$ cat config.mk
export PLATFORM = sky130hd
export DESIGN_NAME = aes_blk_fetch
export DESIGN_NICKNAME = d
export VERILOG_FILES = /design/src/rtl/aes_blk_fetch.sv
export SDC_FILE = /design/constraint.sdc
export NUM_CORES = 1
export LEC_CHECK = 0
export ABC_AREA = 1
export CORE_MARGIN = 2
export CORE_UTILIZATION = 50
export DETAILED_ROUTE_END_ITERATION = 8
export PLACE_DENSITY = 0.89
export SYNTH_ARGS = -nofsm -noshare
export SYNTH_HDL_FRONTEND = slang
export SYNTH_SLANG_ARGS = --single-unit
$ cat constraint.sdc
create_clock -name clk -period 4.8 [get_ports clk]
set_clock_uncertainty 0.1 [all_clocks]
set_input_delay 0.72 -clock clk [delete_from_list [all_inputs] [get_ports clk]]
set_output_delay 0.72 -clock clk [all_outputs]
set_load 0.005 [all_outputs]
$ cat src/rtl/aes_blk_fetch.sv
// Block fetcher feeding the AES inverse cipher: reads WPB RAM words per block, packs MSB-first,
// strobes ld and waits for done. Optional core watchdog selected by the AES_FETCH_TMO_EN macro.
module aes_blk_fetch #(
  parameter int RAM_AW  = 8,
  parameter int RAM_DW  = 8,
  parameter int BLK_W   = 128,
  parameter int NB_W    = 5,
  parameter int TMO_CYC = 1024
) (
  input  logic              clk,
  input  logic              rst_n,
  input  logic              start,
  input  logic [RAM_AW-1:0] base_addr,
  input  logic [NB_W-1:0]   nblk,
  output logic [RAM_AW-1:0] ram_addr,
  input  logic [RAM_DW-1:0] ram_rdata,
  output logic              ld,
  output logic [BLK_W-1:0]  blk_data,
  input  logic              done,
  output logic              busy,
  output logic [NB_W-1:0]   blk_idx,
  output logic              frame_done,
  output logic              err,
  output logic [2:0]        fsm_state
);

  localparam int WPB = BLK_W / RAM_DW;
  localparam int CW  = $clog2(WPB + 1);

  // Core handshake: ld is a single-cycle strobe with blk_data valid; the core answers with a
  // done pulse that is only honoured in S_WAIT, so a done coincident with ld is dropped.
  typedef enum logic [2:0] {
    S_IDLE  = 3'd0,
    S_FETCH = 3'd1,
    S_LOAD  = 3'd2,
    S_WAIT  = 3'd3,
    S_FIN   = 3'd4
  } state_t;

  state_t          state;
  logic [CW-1:0]   wcnt;
  logic [NB_W-1:0] nblk_q;
  logic            tmo_hit;

  assign fsm_state = state;

`ifdef AES_FETCH_TMO_EN
  localparam int TW = $clog2(TMO_CYC + 1);
  logic [TW-1:0] tmo_cnt;

  assign tmo_hit = (tmo_cnt == TW'(TMO_CYC - 1));

  always_ff @(posedge clk or negedge rst_n) begin
    if (!rst_n) begin
      tmo_cnt <= '0;
      err     <= 1'b0;
    end else begin
      tmo_cnt <= (state == S_WAIT) ? tmo_cnt + TW'(1) : '0;
      if (state == S_IDLE && start)
        err <= 1'b0;
      else if (state == S_WAIT && !done && tmo_hit)
        err <= 1'b1;
    end
  end
`else
  logic tmo_unused;
  assign tmo_unused = (TMO_CYC != 0);
  assign tmo_hit    = 1'b0;
  assign err        = 1'b0;
`endif

  always_ff @(posedge clk or negedge rst_n) begin
    if (!rst_n) begin
      state      <= S_IDLE;
      ram_addr   <= '0;
      ld         <= 1'b0;
      blk_data   <= '0;
      busy       <= 1'b0;
      blk_idx    <= '0;
      frame_done <= 1'b0;
      wcnt       <= '0;
      nblk_q     <= '0;
    end else begin
      ld         <= 1'b0;
      frame_done <= 1'b0;
      case (state)
        S_IDLE: begin
          if (start) begin
            nblk_q  <= nblk;
            blk_idx <= '0;
            wcnt    <= '0;
            busy    <= 1'b1;
            if (nblk == '0) begin
              state      <= S_FIN;
              frame_done <= 1'b1;
            end else begin
              ram_addr <= base_addr;
              state    <= S_FETCH;
            end
          end
        end
        S_FETCH: begin
          // wcnt counts addresses issued; data for address k arrives while wcnt == k+1.
          if (wcnt != '0)
            blk_data <= (blk_data << RAM_DW) | BLK_W'(ram_rdata);
          if (wcnt == CW'(WPB)) begin
            state <= S_LOAD;
            ld    <= 1'b1;
          end else begin
            ram_addr <= ram_addr + RAM_AW'(1);
            wcnt     <= wcnt + CW'(1);
          end
        end
        S_LOAD: begin
          state <= S_WAIT;
        end
        S_WAIT: begin
          if (done) begin
            if (blk_idx == nblk_q - NB_W'(1)) begin
              state      <= S_FIN;
              frame_done <= 1'b1;
            end else begin
              blk_idx <= blk_idx + NB_W'(1);
              wcnt    <= '0;
              state   <= S_FETCH;
            end
          end else if (tmo_hit) begin
            state      <= S_FIN;
            frame_done <= 1'b1;
          end
        end
        S_FIN: begin
          state <= S_IDLE;
          busy  <= 1'b0;
        end
        default: begin
          state <= S_IDLE;
          busy  <= 1'b0;
        end
      endcase
    end
  end

endmodule
## Word-level counts from Yosys, hierarchy flattened

Cells that the tools add are included.

- Bits in registers: 157
- Output and inout bits: 148

- Add/sub/neg operators: 4
- Equal/unequal tests: 11
- Muxes and demuxes: 27
- Bitwise logic cells: 2
- Reduce and logical (&&, ||, !) cells: 14

Operators by type and width:

| cell | number |
|---|---|
| OR 128 x 8 -> 128 bit | 1 |
| 2-to-1 mux 5 bit | 6 |
| 2-to-1 mux 8 bit | 3 |
| case mux 8 bit (2 select lines) | 1 |
| 2-to-1 mux 3 bit | 5 |
| case mux 5 bit (3 select lines) | 1 |
| inequality test 2 bit (second input constant) | 6 |
| case mux 3 bit (4 select lines) | 1 |
| adder 5 x 1 -> 5 bit (second input constant) | 2 |
| case mux 5 bit (2 select lines) | 1 |
| adder 8 x 1 -> 8 bit (second input constant) | 1 |
| AND reduction 4 bit | 2 |
| 2-to-1 mux 1 bit | 7 |
| == test 3 x 2 -> 1 bit (second input constant) | 2 |
| AND reduction 2 bit | 3 |
| == test 5 bit | 1 |
| == test 5 bit (second input constant) | 1 |
| logical NOT 5 bit | 1 |
| AND reduction 5 bit | 1 |
| nonzero test 5 bit | 1 |
| subtractor 5 x 1 -> 5 bit (second input constant) | 1 |
| case mux 1 bit (2 select lines) | 2 |
| nonzero test 2 bit | 2 |
| == test 3 x 1 -> 1 bit (second input constant) | 1 |
| other kinds (5) | 5 |

## Depth between registers and ports, before layout

Gate-level depths: netlist (run 1).

- Depth in word-level cells: 5
- Gate-level depth with buffers: 13

## Worst setup path before layout (run 1)

OpenSTA, ideal clock, no wires.

- Kind: reg-to-reg
- Start: reg nblk_q[0]
- End: reg blk_idx[0]
- Setup time: 0.117 ns
- Arrival time: 1.436 ns
- Path slack: 3.147 ns
- Cell stages (with the launch flop): 13
- Period minus slack after synthesis: 1.653 ns
- Cells stage by stage: dfrtp_1 -> inv_1 -> ha_1 -> inv_1 -> nand2_1 -> nand2_1 -> nor2_1 -> nand2_1 -> nor2_1 -> nand3_2 -> buf_6 -> nand4_1 -> nand2_1

- Cells in the longest elaborated chain, start to end: 4

RTL lines:

| item | line | text |
|---|---|---|
| start, declared | 42 | `logic [NB_W-1:0] nblk_q;` |
| start signal, assigned | 89 | `nblk_q <= nblk;` |
| subtractor 5 x 1 -> 5 bit | 119 | `if (blk_idx == nblk_q - NB_W'(1)) begin` |
| == test 5 bit | 119 |  |
| inequality test 2 bit (no line) | n/a |  |
| AND reduction 4 bit (no line) | n/a |  |
| end signal, assigned | 123 | `blk_idx <= blk_idx + NB_W'(1);` |
| end, declared | 21 | `output logic [NB_W-1:0] blk_idx,` |

Every way passes these cells.
A chain may end at the register's enable or synchronous reset.

## Worst setup path in the final report (run 1)

- Start: reg state[1] (netlist: fsm_state[1])
- End: reg blk_data[4]

- Cells in the longest elaborated chain, start to end: 2

RTL lines:

| item | line | text |
|---|---|---|
| start, declared | 40 | `state_t state;` |
| start signal, assigned | 74 | `state <= S_IDLE;` |
| start signal, assigned | 94 | `state <= S_FIN;` |
| start signal, assigned | 98 | `state <= S_FETCH;` |
| == test 3 x 1 -> 1 bit | 86 | `case (state)` |
| AND reduction 2 bit (no line) | n/a |  |
| end signal, assigned | 105 | `blk_data <= (blk_data << RAM_DW) \| BLK_W'(ram_rdata);` |
| end, declared | 18 | `output logic [BLK_W-1:0] blk_data,` |

Every way passes these cells.

==> impl_summary.log, run 1 <==
[metrics] status: completed
[metrics] fmax: roughly 360 MHz
[metrics] DRC violation count after routing: 0
[metrics] switching share of power: 0.3787
[metrics] final instance area: slightly below 9000 µm²
[metrics] proportion of power drawn by flip-flops and latches: 0.351
[metrics] Crit path arrival time: around 3000 ps
[metrics] actual slew at the worst max-slew pin: 911.5 ps
[metrics] ports placed on the boundary: 173
[metrics] number of buffers on the longest clock path: 2
[metrics] First DRT Iteration DRCs: around 370
[metrics] fin crit share: 0.5860
[metrics] Hold WS: ~270 ps
[metrics] aggregate negative setup slack: 0 ps
[metrics] R2R Path Start: fsm_state[1]
[metrics] total net switching power: between 2 and 3 mW
[metrics] die span in y: 118.4 µm
[metrics] number of buffers added to fix hold violations after cts: 0
[metrics] setup repair after global routing missed its margin: false
[metrics] final worst-path setup slack: 1987 ps
[metrics] number of register bits inferred by synthesis: 157
[metrics] Hold Path Class: in -> async
[metrics] number of fillers in the final layout: ~950
[metrics] total core area: 12720 µm²
[metrics] cell breakdown of the critical path: nor2_2 > nand2_1 > inv_2 > o21ai_4 > buf_12 > mux2_1
[metrics] total area of sequential cells: 3929 µm²
[metrics] top library cells by usage in the layout, fill and taps aside: clkdlybuf4s50_1, dfrtp_1, nand2_1, nor2_1, inv_1
[metrics] multi-input combinational cell area: between 2000 and 2500 µm²
[metrics] TritonRoute pass-1 iters: 5
[metrics] launching element type of the critical path: flop
[metrics] final critical path time including I/O delays and setup: roughly 2800 ps
[metrics] largest net degree at the start of global routing: between 200 and 250
[metrics] total power density per cell area: ~800 nW/µm²
[metrics] number of warnings reported in the yosys synthesis log: 0
[metrics] Antenna Diode Count: 0
[metrics] final number of max-transition violations: 0
[metrics] sequential-to-total area share from yosys stat: 0.5999
[metrics] fraction of final layout cells sized beyond drive strength 1: 0.05530
[metrics] CTS tree: built
[metrics] number of gates given a new drive strength after cts: 0
[metrics] die extent in x: approximately 120 µm
[metrics] Post-Synthesis Cell Area: 6549 µm²
[metrics] max incr delay on CP: 630 ps
[metrics] endpoint of the most critical register-to-register path: blk_data[4]
[metrics] Hold Violations, Final: 0
[metrics] combinational share of power: 0.463
[metrics] final HPWL from detailed placement: slightly above 10000 µm
[metrics] Setup crit end kind: flop
[metrics] number of antenna-violating nets in the routed design: 0
[metrics] number of core rows: slightly above 40
[metrics] number of vias after detailed routing: 5314
[metrics] Routability Congestion: around 0.9
[metrics] final count of negative-setup-slack endpoints: 0
[metrics] vias in the first global route: between 5000 and 6000
[metrics] area growth from synthesis to final layout: 35.82%
[metrics] drt via density: 5.023
[metrics] placement-stage cell area: 8303 µm²
[metrics] Clk pwr share: 0.187
[metrics] Critical Path Fanout Max: around 250
[metrics] number of unique standard cell types used by synthesis: 32
[metrics] wire length reported by the detailed router: between 15000 and 20000 µm
[metrics] number of setup buffers added after CTS: 0
[metrics] post-placement setup slack: 2074 ps
[metrics] Total Die Area: roughly 14000 µm²
[metrics] later-pin clock latency in the skew report: 420 ps
[metrics] initial core utilization: 0.5148
[metrics] max-cap viol count: 0
[metrics] relative slew slack: 0.3923
[metrics] Worst path top cell family by delay: buffers and inverters
[metrics] Nets: 903
[metrics] synthesized area per cell: approximately 9.2 µm²
[metrics] combined global-route utilization of all metal layers: 0.2253
[metrics] setup slack of the worst register-to-register path: 1990 ps
[metrics] largest vdd supply drop: 0.6250 mV
[metrics] critical path class: reg -> reg
[metrics] global-route wire length before repair: 25280 µm
[metrics] deepest level of the CTS H-tree: 4
[metrics] total power consumption of the routed design: 7.144 mW
[metrics] count of buffers from port buffering: 171
[metrics] critical path data required time: around 5000 ps
[metrics] CTS root buffer: clkbuf_16
[metrics] TritonCTS Buffers: 17
[metrics] gate count after technology mapping: just over 700
[metrics] buffering stage count on the worst path with inverters included: 2
[metrics] path depth of the worst reg2reg path: 6
[metrics] Pint: approximately 4.4 mW
[metrics] worst-path cell with the longest stage delay: buf_12
[metrics] Worst-path clk slew: ~60 ps
[metrics] number of sinks driven by the clock tree: approximately 160
[metrics] leading cell type in the layout, fill and taps excluded: clkdlybuf4s50_1
[metrics] synthesized net count: about 750
[metrics] number of antenna violations at the first check in global routing: 0
[metrics] LEAKAGE: ~4.3 nW
[metrics] routed length per instance: about 14 µm
[metrics] GRT Residual Overflow: 0
## sequential cells by signal, indices dropped and copies added (netlist names)
register and cells:
blk_data 128, busy 1, ld 1, frame_done 1, nblk_q 5, wcnt 5, ram_addr 8, fsm_state 3
blk_idx 5
## through the flow
stage               instances  utilization
global placement         1026       0.6526
global route             1058       0.6992
finish                   1058       0.6992
detailed placement       1026       0.6526
floorplan                 715            -
CTS                      1058       0.6992
## worst max path at each step
stage,startpoint,to,slack [ps],cells past startpoint
5_1_grt,fsm_state[1],blk_data[62],1820,6
3_3_place_gp,fsm_state[1],blk_data[62],2140,6
6_report,fsm_state[1],blk_data[4],1990,6
2_1_floorplan,nblk_q[0],blk_idx[0],3150,12
4_1_cts,fsm_state[1],blk_data[6],2070,6
3_5_place_dp,fsm_state[1],blk_data[6],2070,6
## power groups by stage
stage	Sequential, mW	Clock, mW	Combinational [mW]
final	2.50	1.33	3.31
after global routing	2.59	1.42	3.70
after CTS	2.51	1.36	3.33
after detailed placement	2.51	0	3.29
after global placement	2.49	0	3.16
after floorplan	2.47	0	1.75
## routing by layer
metal  global-route usage  vias to the layer above  share of wire
li1                     -                     2593              -
met1               0.2910                     2520           0.43
met2               0.3573                      181           0.48
met3              0.07819                       20          0.079
met4              0.07366                        0          0.012
met5                    0                        -              0
## cell usage after synthesis
library cell	instances	area, µm²
nor2_8	1	20.02
nand3_1	14	70.07
nor2_1	85	319.1
mux2i_1	1	10.01
ha_1	5	62.56
dfrtp_1	157	3929
o21ai_1	22	110.1
nand2_2	1	6.260
o21ai_2	1	8.760
nand3_2	3	30.03
xor2_1	4	35.03
inv_2	5	18.77
o22ai_1	3	18.77
nor3b_1	1	7.510
o211ai_1	1	7.510
nor2_2	2	12.51
buf_4	8	60.06
buf_6	4	45.04
o21ai_0	49	245.2
a22oi_1	1	7.510
conb_1	1	3.750
nor3_1	1	5.000
xnor2_1	2	17.52
a21oi_1	67	335.3
inv_1	83	311.6
nand4_1	12	75.07
nand2_1	147	551.8
a31oi_1	2	12.51
clkbuf_1	3	11.26
nor2_4	1	11.26
mux2_1	8	90.09
buf_2	20	100.1
## cell type report
class / instances / share of cell area
inverter: 88 / 0.03714
clock buffer: 20 / 0.05134
timing repair buffer: 174 / 0.1965
multi-input combinational: 435 / 0.2339
clock inverter: 12 / 0.01519
sequential: 157 / 0.4417
tap: 172 / 0.02419
## cells by family after synthesis
family	Yosys count	share of synthesized area
simple gates	268	0.1693
flops	157	0.5999
compound gates	146	0.1139
buf+inv	123	0.08349
mux	9	0.01529
xor+xnor	6	0.008024
fa+ha+maj	5	0.009553
other cells	1	0.0005726
No activity file was read; power rests on OpenSTA's default activity.
==> run 2, diff against run 1 <==
CORE_UTILIZATION = 44   (was 50)
PLACE_DENSITY = 0.83   (was 0.89)
clock period = 2.35 ns   (was 4.8 ns; I/O delays follow)
==> run 2 against run 1 <==
Against the previous run: sequential share of layout area shrank 0.47 points; die area grew 13%; non-clock buffer count up 8; critical path type unchanged; critical endpoint is now blk_data[119].
==> impl_summary.log, run 2 (synthesis gave the netlist of run 1 again) <==
[metrics] status: completed
[metrics] aggregate negative setup slack: 0 ps (unchanged)
[metrics] number of antenna-violating nets in the routed design: 0 (unchanged)
[metrics] setup repair after global routing missed its margin: false
[metrics] total area of sequential cells: 3929 µm² (unchanged)
[metrics] Hold Path Class: in -> async
[metrics] deepest level of the CTS H-tree: 4 (unchanged)
[metrics] total core area: 14530 µm² (+14%)
[metrics] Hold Violations, Final: 0 (unchanged)
[metrics] largest reg by FF count: blk_data
[metrics] fraction of final layout cells sized beyond drive strength 1: 0.06054 (+0.005233)
[metrics] final worst-path setup slack: 322.6 ps (-1665 ps)
[metrics] final count of negative-setup-slack endpoints: 0 (unchanged)
[metrics] number of buffers on the longest clock path: 2 (unchanged)
[metrics] global-route wire length before repair: 24670 µm (-2.4%)
[metrics] TritonRoute pass-1 iters: 5 (unchanged)
[metrics] First DRT Iteration DRCs: 269 (-27%)
[metrics] flip-flop count of the largest register after layout: 128 (unchanged)
[metrics] later-pin clock latency in the skew report: 420 ps (about the same)
[metrics] CTS root buffer: clkbuf_16
[metrics] area growth from synthesis to final layout: 37.28%
[metrics] final instance area: 8990 µm² (+1.1%)
[metrics] number of sinks driven by the clock tree: 157 (unchanged)
[metrics] die span in y: 126 µm (+6.4%)
[metrics] critical path class: reg -> reg
[metrics] drt via density: 4.901 (-2.4%)
[metrics] DRC violation count after routing: 0 (unchanged)
[metrics] post-placement setup slack: 298.0 ps (-1776 ps)
[metrics] max-cap viol count: 0 (unchanged)
[metrics] launching element type of the critical path: flop
[metrics] die extent in x: 126 µm (+6.4%)
[metrics] ports placed on the boundary: 173 (unchanged)
[metrics] multi-input combinational cell area: 2081 µm² (unchanged)
[metrics] number of vias after detailed routing: 5273 (-0.77%)
[metrics] combined global-route utilization of all metal layers: 0.1940 (-0.03133)
[metrics] Nets: 911 (+0.89%)
[metrics] vias in the first global route: 5121 (+0.85%)
[metrics] final critical path time including I/O delays and setup: 2027 ps (-785.3 ps)
[metrics] CTS tree: built
[metrics] final number of max-transition violations: 0 (unchanged)
[metrics] Worst-path clk slew: 60 ps (about the same)
[metrics] TritonCTS Buffers: 17 (unchanged)
[metrics] critical path data required time: 2590 ps (-2410 ps)
[metrics] number of gates given a new drive strength after cts: 0 (unchanged)
[metrics] number of setup buffers added after CTS: 0 (unchanged)
[metrics] leading cell type in the layout, fill and taps excluded: clkdlybuf4s50_1
[metrics] Hold WS: 338.3 ps (+71.18 ps)
[metrics] Routability Congestion: 0.8544 (-4.8%)
[metrics] Total Die Area: 15880 µm² (+13%)
[metrics] count of buffers from port buffering: 171 (unchanged)
[metrics] largest net degree at the start of global routing: 90 (-64%)
[metrics] Critical Path Fanout Max: 53 (-79%)
[metrics] Setup crit end kind: flop
[metrics] number of buffers added to fix hold violations after cts: 1 (+1)
[metrics] number of fillers in the final layout: 1173 (+23%)
[metrics] fmax: 493.2 MHz (+39%)
[metrics] Antenna Diode Count: 0 (unchanged)
[metrics] number of core rows: 44 (+7.3%)
[metrics] Crit path arrival time: 2260 ps (-760 ps)
[metrics] wire length reported by the detailed router: 15040 µm (-1.3%)
[metrics] GRT Residual Overflow: 0 (unchanged)
[metrics] routed length per instance: 13.98 µm (-2.9%)
[metrics] setup slack of the worst register-to-register path: 320 ps (-1660 ps)
[metrics] top library cells by usage in the layout, fill and taps aside: clkdlybuf4s50_1, dfrtp_1, nand2_1, nor2_1, inv_1
[metrics] largest registers: blk_data (128), ram_addr (8)
[metrics] placement-stage cell area: 8421 µm² (+1.4%)
[metrics] initial core utilization: 0.4506 (-0.06417)
[metrics] largest vdd supply drop: 0.8328 mV (+33%)
[metrics] fin crit share: 0.8627 (+0.2767)
[metrics] fin util: 0.6185 (-0.08061)
[metrics] number of antenna violations at the first check in global routing: 0 (unchanged)
[metrics] total power density per cell area: 1618 nW/µm² (+100%)
[metrics] LEAKAGE: 4.299 nW (+1.1%)
[metrics] final HPWL from detailed placement: 10530 µm (+2.0%)
[run 2: cell types whose count changed in the layout (fill, tap and decap cells not counted)]
cell           before  now
clkbuf_8            2    3
buf_4               2    5
dlygate4sd3_1       0    1
clkinv_4            1    2
inv_6               3    1
bufinv_16           2    1
buf_12              1    5
clkinvlp_4          4    3
[run 2: area by class of cell]
| class | instances | area share |
|---|---|---|
| clock buffer | 21 | 0.05233 |
| timing repair buffer | 182 | 0.2070 |
| multi-input combinational | 435 | 0.2315 |
| inverter | 88 | 0.03674 |
| sequential | 157 | 0.4370 |
| clock inverter | 9 | 0.009882 |
| tap | 184 | 0.02561 |
[run 2: worst max-delay path, cell delays in order, from the launching register on]
cell	delay (ps)
dfrtp_1	430
inv_1	80
ha_1	160
nand3_1	120
o21ai_4	210
buf_12	260
buf_4	330
nor2_1	90
a21oi_1	140
[run 2: path summary, 6_finish.rpt]
check | start | endpoint | cells past startpoint
min in group clk | blk_data[121] | blk_data[121] | 2
max | wcnt[0] | blk_data[119] | 8
max in group asynchronous | rst_n | blk_idx[1] | 3
min reg2reg | blk_data[121] | blk_data[121] | 2
max reg2reg | wcnt[0] | blk_data[119] | 8
min | rst_n | blk_data[122] | 2
[run 2: metrics by stage]
stage,total power [mW],std cells
floorplan,8.610,715
global placement,11.73,1045
detailed placement,12.02,1045
CTS,14.72,1076
global route,15.76,1076
finish,14.55,1076
[run 2: report_power, final]
part / switching, mW / internal (mW) / total (mW)
combinational: 3.43 / 3.47 / 6.90
clock: 1.07 / 1.53 / 2.60
sequential: 0.961 / 4.09 / 5.05
total: 5.45 / 9.09 / 14.5
[run 2: layer usage]
metal / vias to the layer above / part of all wire / GRT usage
li1: 2612 / - / -
met1: 2470 / 0.43 / 0.2458
met2: 162 / 0.46 / 0.3008
met3: 29 / 0.083 / 0.07179
met4: 0 / 0.027 / 0.08339
met5: - / 0 / 0
